==> src/rtl/fetch_pkg.sv <==
// Shared types and constants for the instruction fetch sequencer.
package fetch_pkg;

    localparam int unsigned XLEN = 32;

    typedef enum logic [1:0] {
        IDLE = 2'd0,
        RUN  = 2'd1,
        HALT = 2'd2
    } state_t;

    typedef enum logic [1:0] {
        NONE    = 2'd0,
        SYS     = 2'd1,
        PCFAULT = 2'd2,
        WDOG    = 2'd3
    } halt_cause_t;

    localparam logic [XLEN-1:0] OP_ECALL  = 32'h0000_0073;
    localparam logic [XLEN-1:0] OP_EBREAK = 32'h0010_0073;

    // True for the two environment-call encodings that stop the core.
    function automatic logic is_system_halt(input logic [XLEN-1:0] word);
        return (word == OP_ECALL) || (word == OP_EBREAK);
    endfunction

endpackage

==> src/rtl/sat_counter.sv <==
// Up-counter with synchronous clear and enable that sticks at all-ones.
module sat_counter #(
    parameter int unsigned W = 32
) (
    input  logic         clk,
    input  logic         reset,
    input  logic         i_clr,
    input  logic         i_en,
    output logic [W-1:0] o_count
);

    logic [W-1:0] r_count;

    // Clear wins over enable so a restart always begins from zero.
    always_ff @(posedge clk or posedge reset) begin
        if (reset) begin
            r_count <= '0;
        end else if (i_clr) begin
            r_count <= '0;
        end else if (i_en && (r_count != {W{1'b1}})) begin
            r_count <= r_count + W'(1);
        end
    end

    assign o_count = r_count;

endmodule

==> src/rtl/fetch_sequencer.sv <==
// Sequences instruction fetch: imem loading, start/stall/redirect and halt detection.
module fetch_sequencer
    import fetch_pkg::*;
#(
    parameter logic [31:0] RESET_PC   = 32'h0000_0000,
    parameter int unsigned IMEM_WORDS = 64,
    parameter int unsigned MAX_CYCLES = 0,
    localparam int unsigned AW        = $clog2(IMEM_WORDS)
) (
    input  logic          clk,
    input  logic          reset,
    input  logic          start,
    input  logic          load_valid,
    output logic          load_ready,
    input  logic [AW-1:0] load_addr,
    input  logic [31:0]   load_data,
    output logic          imem_we,
    output logic [AW-1:0] imem_waddr,
    output logic [31:0]   imem_wdata,
    input  logic [31:0]   pc,
    input  logic [31:0]   instr,
    input  logic          br_taken,
    input  logic [31:0]   br_target,
    input  logic          stall,
    output logic          pc_update,
    output logic [31:0]   pc_new,
    output logic          core_en,
    output logic          halted,
    output logic [1:0]    halt_cause,
    output logic [31:0]   cycle_count,
    output logic [31:0]   retired_count
);

    state_t        r_state;
    state_t        w_state_nxt;
    halt_cause_t   r_halt_cause;
    halt_cause_t   w_cause;
    logic          r_imem_we;
    logic [AW-1:0] r_imem_waddr;
    logic [31:0]   r_imem_wdata;
    logic          r_core_en;
    logic          r_halted;

    logic w_run;
    logic w_load_fire;
    logic w_start_ok;
    logic w_pc_fault;
    logic w_sys;
    logic w_wdog;
    logic w_halt;
    logic w_retire;

    assign w_run       = (r_state == RUN);
    assign load_ready  = !w_run;
    assign w_load_fire = load_valid && load_ready;

    // A start is only taken once no loader write can still be landing in imem.
    assign w_start_ok = start && !w_run && !load_valid && !r_imem_we;

    assign w_pc_fault = !stall && ((pc[1:0] != 2'b00) || ((pc >> 2) >= 32'(IMEM_WORDS)));
    assign w_sys      = !stall && is_system_halt(instr);
    assign w_wdog     = (MAX_CYCLES != 0) && (cycle_count == 32'(MAX_CYCLES - 1));

    always_comb begin
        w_cause = NONE;
        if (w_pc_fault) begin
            w_cause = PCFAULT;
        end else if (w_sys) begin
            w_cause = SYS;
        end else if (w_wdog) begin
            w_cause = WDOG;
        end
    end

    assign w_halt = w_run && (w_cause != NONE);

    // Next state and fetch redirect; holding the current pc is the default.
    always_comb begin
        w_state_nxt = r_state;
        pc_update   = 1'b1;
        pc_new      = pc;
        w_retire    = 1'b0;
        unique case (r_state)
            IDLE: begin
                pc_new = RESET_PC;
                if (w_start_ok) begin
                    w_state_nxt = RUN;
                end
            end
            RUN: begin
                if (w_halt) begin
                    w_state_nxt = HALT;
                    w_retire    = (w_cause == SYS);
                end else if (stall) begin
                    w_retire = 1'b0;
                end else if (br_taken) begin
                    pc_new   = br_target;
                    w_retire = 1'b1;
                end else begin
                    pc_update = 1'b0;
                    w_retire  = 1'b1;
                end
            end
            HALT: begin
                if (w_start_ok) begin
                    pc_new      = RESET_PC;
                    w_state_nxt = RUN;
                end
            end
            default: begin
                w_state_nxt = IDLE;
            end
        endcase
    end

    always_ff @(posedge clk or posedge reset) begin
        if (reset) begin
            r_state <= IDLE;
        end else begin
            r_state <= w_state_nxt;
        end
    end

    // Loader write port: one-cycle registered pass-through into imem.
    always_ff @(posedge clk or posedge reset) begin
        if (reset) begin
            r_imem_we    <= 1'b0;
            r_imem_waddr <= '0;
            r_imem_wdata <= '0;
        end else begin
            r_imem_we <= w_load_fire;
            if (w_load_fire) begin
                r_imem_waddr <= load_addr;
                r_imem_wdata <= load_data;
            end
        end
    end

    always_ff @(posedge clk or posedge reset) begin
        if (reset) begin
            r_core_en    <= 1'b0;
            r_halted     <= 1'b0;
            r_halt_cause <= NONE;
        end else begin
            r_core_en <= (w_state_nxt == RUN);
            r_halted  <= (w_state_nxt == HALT);
            if (w_start_ok) begin
                r_halt_cause <= NONE;
            end else if (w_halt) begin
                r_halt_cause <= w_cause;
            end
        end
    end

    sat_counter #(
        .W(32)
    ) u_cycle_cnt (
        .clk    (clk),
        .reset  (reset),
        .i_clr  (w_start_ok),
        .i_en   (w_run),
        .o_count(cycle_count)
    );

    sat_counter #(
        .W(32)
    ) u_retired_cnt (
        .clk    (clk),
        .reset  (reset),
        .i_clr  (w_start_ok),
        .i_en   (w_run && w_retire),
        .o_count(retired_count)
    );

    assign imem_we    = r_imem_we;
    assign imem_waddr = r_imem_waddr;
    assign imem_wdata = r_imem_wdata;
    assign core_en    = r_core_en;
    assign halted     = r_halted;
    assign halt_cause = r_halt_cause;

endmodule

==> config.mk <==
export PLATFORM = sky130hd
export DESIGN_NAME = fetch_sequencer
export DESIGN_NICKNAME = d
export VERILOG_FILES = /design/src/rtl/fetch_pkg.sv /design/src/rtl/sat_counter.sv /design/src/rtl/fetch_sequencer.sv
export SDC_FILE = /design/constraint.sdc
export NUM_CORES = 1
export LEC_CHECK = 0
export BUFFER_PORTS_ARGS = -buffer_cell sky130_fd_sc_hd__buf_4
export CAP_MARGIN = 10
export CELL_PAD_IN_SITES_DETAIL_PLACEMENT = 1
export CELL_PAD_IN_SITES_GLOBAL_PLACEMENT = 1
export CORE_MARGIN = 8
export CORE_UTILIZATION = 31
export CTS_CLUSTER_SIZE = 10
export DETAILED_ROUTE_END_ITERATION = 8
export GPL_TIMING_DRIVEN = 0
export PLACE_DENSITY_LB_ADDON = 0.1
export SYNTH_ARGS = -nofsm -noshare
export SYNTH_HDL_FRONTEND = slang
export SYNTH_SLANG_ARGS = --single-unit
==> constraint.sdc <==
create_clock -name clk -period 3.7 [get_ports clk]
set_input_delay 0.555 -clock clk [delete_from_list [all_inputs] [get_ports clk]]
set_output_delay 0.555 -clock clk [all_outputs]
set_load 0.01 [all_outputs]
=== After elaboration in Yosys (flattened, before gate mapping) ===
Index checks and enable logic that the tools add are counted.

* Output and inout bits: 141
* Word-level logic and storage cells: 67
* Register bits: 109
* Bits of input ports: 140

* Reductions and logical operators: 23
* Multiplexer cells: 23
* Order comparisons: 1
* Add/sub/neg operators: 2
* Eq/ne operators: 9

{| class="wikitable"
|+ Operator list
! cell !! number
|-
| $mux 32 || 8
|-
| $pmux 32 s3 || 1
|-
| $add 32x1->32 const B || 2
|-
| $ne 32x32->1 const B || 2
|-
| $eq 32x21->1 const B || 1
|-
| $eq 32x7->1 const B || 1
|-
| $ge 30x7->1 const B || 1
|-
| $logic_and 1x1->1 || 10
|-
| $mux 2 || 5
|-
| $reduce_bool 2->1 || 5
|-
| $mux 1 || 8
|-
| $eq 2x1->1 const B || 3
|-
| $eq 2x2->1 const B || 2
|-
| $logic_not 1->1 || 4
|-
| $pmux 2 s2 || 1
|-
| $logic_not 2->1 || 1
|-
| $logic_or 1x1->1 || 2
|-
| $reduce_or 2->1 || 1
|}

=== Depth between registers and ports, before layout ===
* Depth after elaboration: 13
* Gate-level depth with buffers: 9
* Depth with buffers taken out: 7

=== Cells and area by module ===
From an unflattened synthesis, not the netlist that was laid out.

* Cell total of the unflattened synthesis: 569
* Area total of the unflattened synthesis: 5800.6 um^2

{| class="wikitable"
|+ Modules (own cells, without submodules)
! module !! area each (um^2) !! cells each !! seq. area each (um^2) !! instances
|-
| sat_counter || 1740.4 || 186 || 800.8 || 2
|-
| fetch_sequencer || 2319.7 || 197 || 1126.1 || 1
|}

=== Least setup slack after synthesis ===
Ideal clock, no wire load.

* Path kind: input port to output port
* From: input pc[25]
* To: output pc_new[10]
* Slack: 0.933 ns
* Arrival: 2.212 ns
* Buffers on the path: 1
* Stages: 5
* Required time: 3.145 ns
* Cells stage by stage: or4_1 > nor3_1 > a31oi_1 > buf_2 > a22o_1

* Word-level cells in the longest chain between the ends: 8

{| class="wikitable"
|+ Ends and longest elaborated chain
! element !! RTL line !! text
|-
| start: declaration || fetch_sequencer.sv:20 || <nowiki>input logic [31:0] pc,</nowiki>
|-
| $ge 30x7->1 || fetch_sequencer.sv:60 || <nowiki>assign w_pc_fault = !stall && ((pc[1:0] != 2'b00) || ((pc >> 2) >= 32'(IMEM_WORDS)));</nowiki>
|-
| $logic_or 1x1->1 || fetch_sequencer.sv:60 ||
|-
| $logic_and 1x1->1 || fetch_sequencer.sv:60 ||
|-
| $mux 2 || fetch_sequencer.sv:66 || <nowiki>if (w_pc_fault) begin</nowiki>
|-
| $reduce_bool 2->1 || fetch_sequencer.sv:75 || <nowiki>assign w_halt = w_run && (w_cause != NONE);</nowiki>
|-
| $logic_and 1x1->1 || fetch_sequencer.sv:75 ||
|-
| $mux 32 || fetch_sequencer.sv:91 || <nowiki>if (w_halt) begin</nowiki>
|-
| $pmux 32 s3 || fetch_sequencer.sv:83 || <nowiki>unique case (r_state)</nowiki>
|-
| end: declaration || fetch_sequencer.sv:26 || <nowiki>output logic [31:0] pc_new,</nowiki>
|}

Every way passes these cells.

=== Final worst setup path ===
* From: input pc[9]
* To: output pc_new[4]

Same word-level chain as after synthesis.

==> reports/results.tsv <==
metric	value	unit
grt_use_total	19.40	%
reg2reg_to	u_retired_cnt.o_count[22]	
numClockSinks	109	
wl	22430	µm
hold_viol_final	0	
grt_antenna_before_repair	0	
clk_path_buf_depth	2	
finalCriticalPeriod	3.418	ns
criticalPathCategory	in2out	
synth_top_area_share	48.33	%
async_flop_share	100.0	%
syn_inst	574	
layout_commonest_cell	buf_4	
clk_latency	0.36	ns
cp_data_arrival_time	2.86	ns
num_antenna_cells	0	
cts_htree_levels	3	
synth_nets	716	
final_nets	1007	
cp_slowest_cell	nor3_1	
setup.worst_path.end_class	output port	
finalSetupTns	0	ns
cts_inserted_buffers	9	
vias	5751	
maxCapViolations	0	
peakVddDrop	0.2160	mV
status	completed	
dieHeight	150.9	µm
areaGrowthSynthToFinish	47.86	%
die_w	150.9	µm
rows	49	
io_pins	281	
rrSetupSlack	1.02	ns
r2r_cells	7	
period_share	92.37	%
netlist_area	5644	µm²
rsz0062_at_grt	false	
fmax	292.6	MHz
synth.distinct_cells	47	
antenna_left	0	
setup_ws	0.2823	ns
drt-vias-per-instance	5.233	
worstMarginPinSlew	0.8974	ns
ys_ff_latch	109	
rr_startpoint	u_retired_cnt.o_count[2]	
clk_pin_slew	0.08	ns
cts-root-buf	clkbuf_16	
drc	0	
yosys.area.top_type	dfrtp_1	
ys_top_cells_by_area	dfrtp_1 48%, mux2_2 7.6%, a21oi_1 4.4%	
grt_max_degree	70	
fillers	2073	
setup_viol	0	
drv_slew	0	
core_area	17900	µm²
routedWlPerCell	20.41	µm
crit_required	3.14	ns
crit_path_frequent_cell	buf_4	
cts_tree	built	
seqCellArea	2728	µm²
skew	0.01279	ns
place.gp.congestion	0.8448	
ys_seq_area_share	48.33	%
ys_warn_count	0	
grt_pass1_vias	6283	
hold_class	in2async	
postCtsHoldBufs	0	
multi_input_area	2794	µm²
crit_chain	buf_4 > nor4_2 > nand4_2 > nor3_1 > a31oi_2 > buf_2 > a22o_1 > buf_4	
preCtsSetupSlack	0.05460	ns
layout_common_cells	280 x buf_4, 109 x dfrtp_1, 52 x nor2_1, 50 x nand2_1, 50 x a21oi_1	
synth_edf_count	0	
drt_iter0_drc	172	
dieArea	22780	µm²
cp_max_fo	10	
placement.io_buffers	279	
post-dp-hpwl	18150	µm
synth_ff_type	dfrtp_1	
gr-total-overflow	0	
start_util	31.53	%
drive_gt1_share	40.00	%
cp_slowest_stage_delay	0.52	ns
finalPower	0.003305	W
postSynthAreaPerCell	9.833	µm²
critPathLaunchType	input port	
leakage	3.865	nW
first_pass_iters	4	
powerDensity	396.0	nW/µm²
grt_pass1_wl	34910	µm
max-slew-margin-rel	39.33	%
## worst max-delay path by stage
stage / to / depth (start not counted) / slack, ns / from
2_1_floorplan: core_en / 1 / 0.27 / reset
6_report: pc_new[4] / 8 / 0.28 / pc[9]
4_1_cts: pc_new[4] / 9 / 0.05 / instr[7]
3_3_place_gp: u_cycle_cnt.o_count[20] / 2 / -1.14 / reset
3_5_place_dp: pc_new[4] / 9 / 0.05 / instr[7]
5_1_grt: pc_new[4] / 8 / 0.20 / pc[24]
## registers in the layout, summed over array words and instances, names as in the netlist
name	cells
core_en	1
halted	1
halt_cause	2
u_retired_cnt.o_count	32
imem_wdata	32
r_state	2
imem_waddr	6
imem_we	1
u_cycle_cnt.o_count	32
## area by class of cell
| class | count | share of cell area (%) |
|---|---|---|
| flip-flops and latches | 109 | 32.68 |
| clock inverters | 6 | 0.6597 |
| plain buffers | 24 | 1.184 |
| inverters | 8 | 0.3898 |
| clock buffers | 10 | 2.744 |
| well taps | 229 | 3.433 |
| repair buffers | 280 | 25.43 |
| multi-input cells | 433 | 33.48 |
## stage by stage
stage | hold WS, ns | util, % | area [µm²] | cells
6_report | 0.2544 | 46.62 | 8346 | 1099
4_1_cts | 0.2698 | 46.58 | 8339 | 1099
5_1_grt | 0.3007 | 46.62 | 8346 | 1099
3_5_place_dp | 0.4928 | 45.00 | 8055 | 1083
3_3_place_gp | 0.4896 | 44.83 | 8025 | 1082
2_1_floorplan | 0.5084 | - | 5644 | 574
## layer usage
metal  GRT usage (%)  part of all wire [%]  up-vias
li1                -                     -     2687
met1           21.49                    38     2869
met2           35.56                    52      172
met3           5.707                   8.1       23
met4           4.849                   1.3        0
met5               0                     0        -
## synth_stat cells, types with 2 or more instances
master    instances
dfrtp_1         109
or3_1            18
nand3_1          28
nor2b_1           2
and4_1            8
o22ai_1           3
nor4_1           14
or4_1             5
nor2_1           52
a31oi_1           2
xor2_1           24
nand4_1          28
buf_1             2
and2_1            6
nand2b_1          3
nor4b_1           2
a22o_1           20
a21oi_1          50
xnor2_1          11
nand2_1          50
nor4_2            2
o21a_1            2
nor4bb_1          2
mux2_2           38
nor4_4            2
mux2i_1           2
o21ai_0          24
nor3b_1           2
inv_1             8
nor3_1            8
and3_1            9
ha_1              2
buf_2             4
o31ai_1           3
clkbuf_1         17
## power breakdown
group          switching [W]  internal [W]
logic               0.000466      0.000494
registers          0.0000823       0.00131
clock network       0.000482      0.000471
total                0.00103       0.00227
## cells by family (layout without fill, tap and decap cells)
kind of cell,Yosys count,count (layout),synth area share [%]
simple gates,247,247,23.94
compound gates,109,109,11.64
flops,109,109,48.33
mux,40,40,7.936
xor+xnor,35,35,5.431
buf+inv,32,328,2.283
fa+ha+maj,2,2,0.4433
## timing repair
action                     4_1_cts  5_1_grt
resized for setup                0        1
buffers inserted                 0        0
setup endpoints to repair        0       10
## worst max-delay path: cells and delay by family
| family | cells | cell delay [ns] |
|---|---|---|
| buf+inv | 3 | 0.57 |
| compound gates | 2 | 0.64 |
| simple gates | 3 | 1.09 |
No activity file was read; power rests on OpenSTA's default activity.
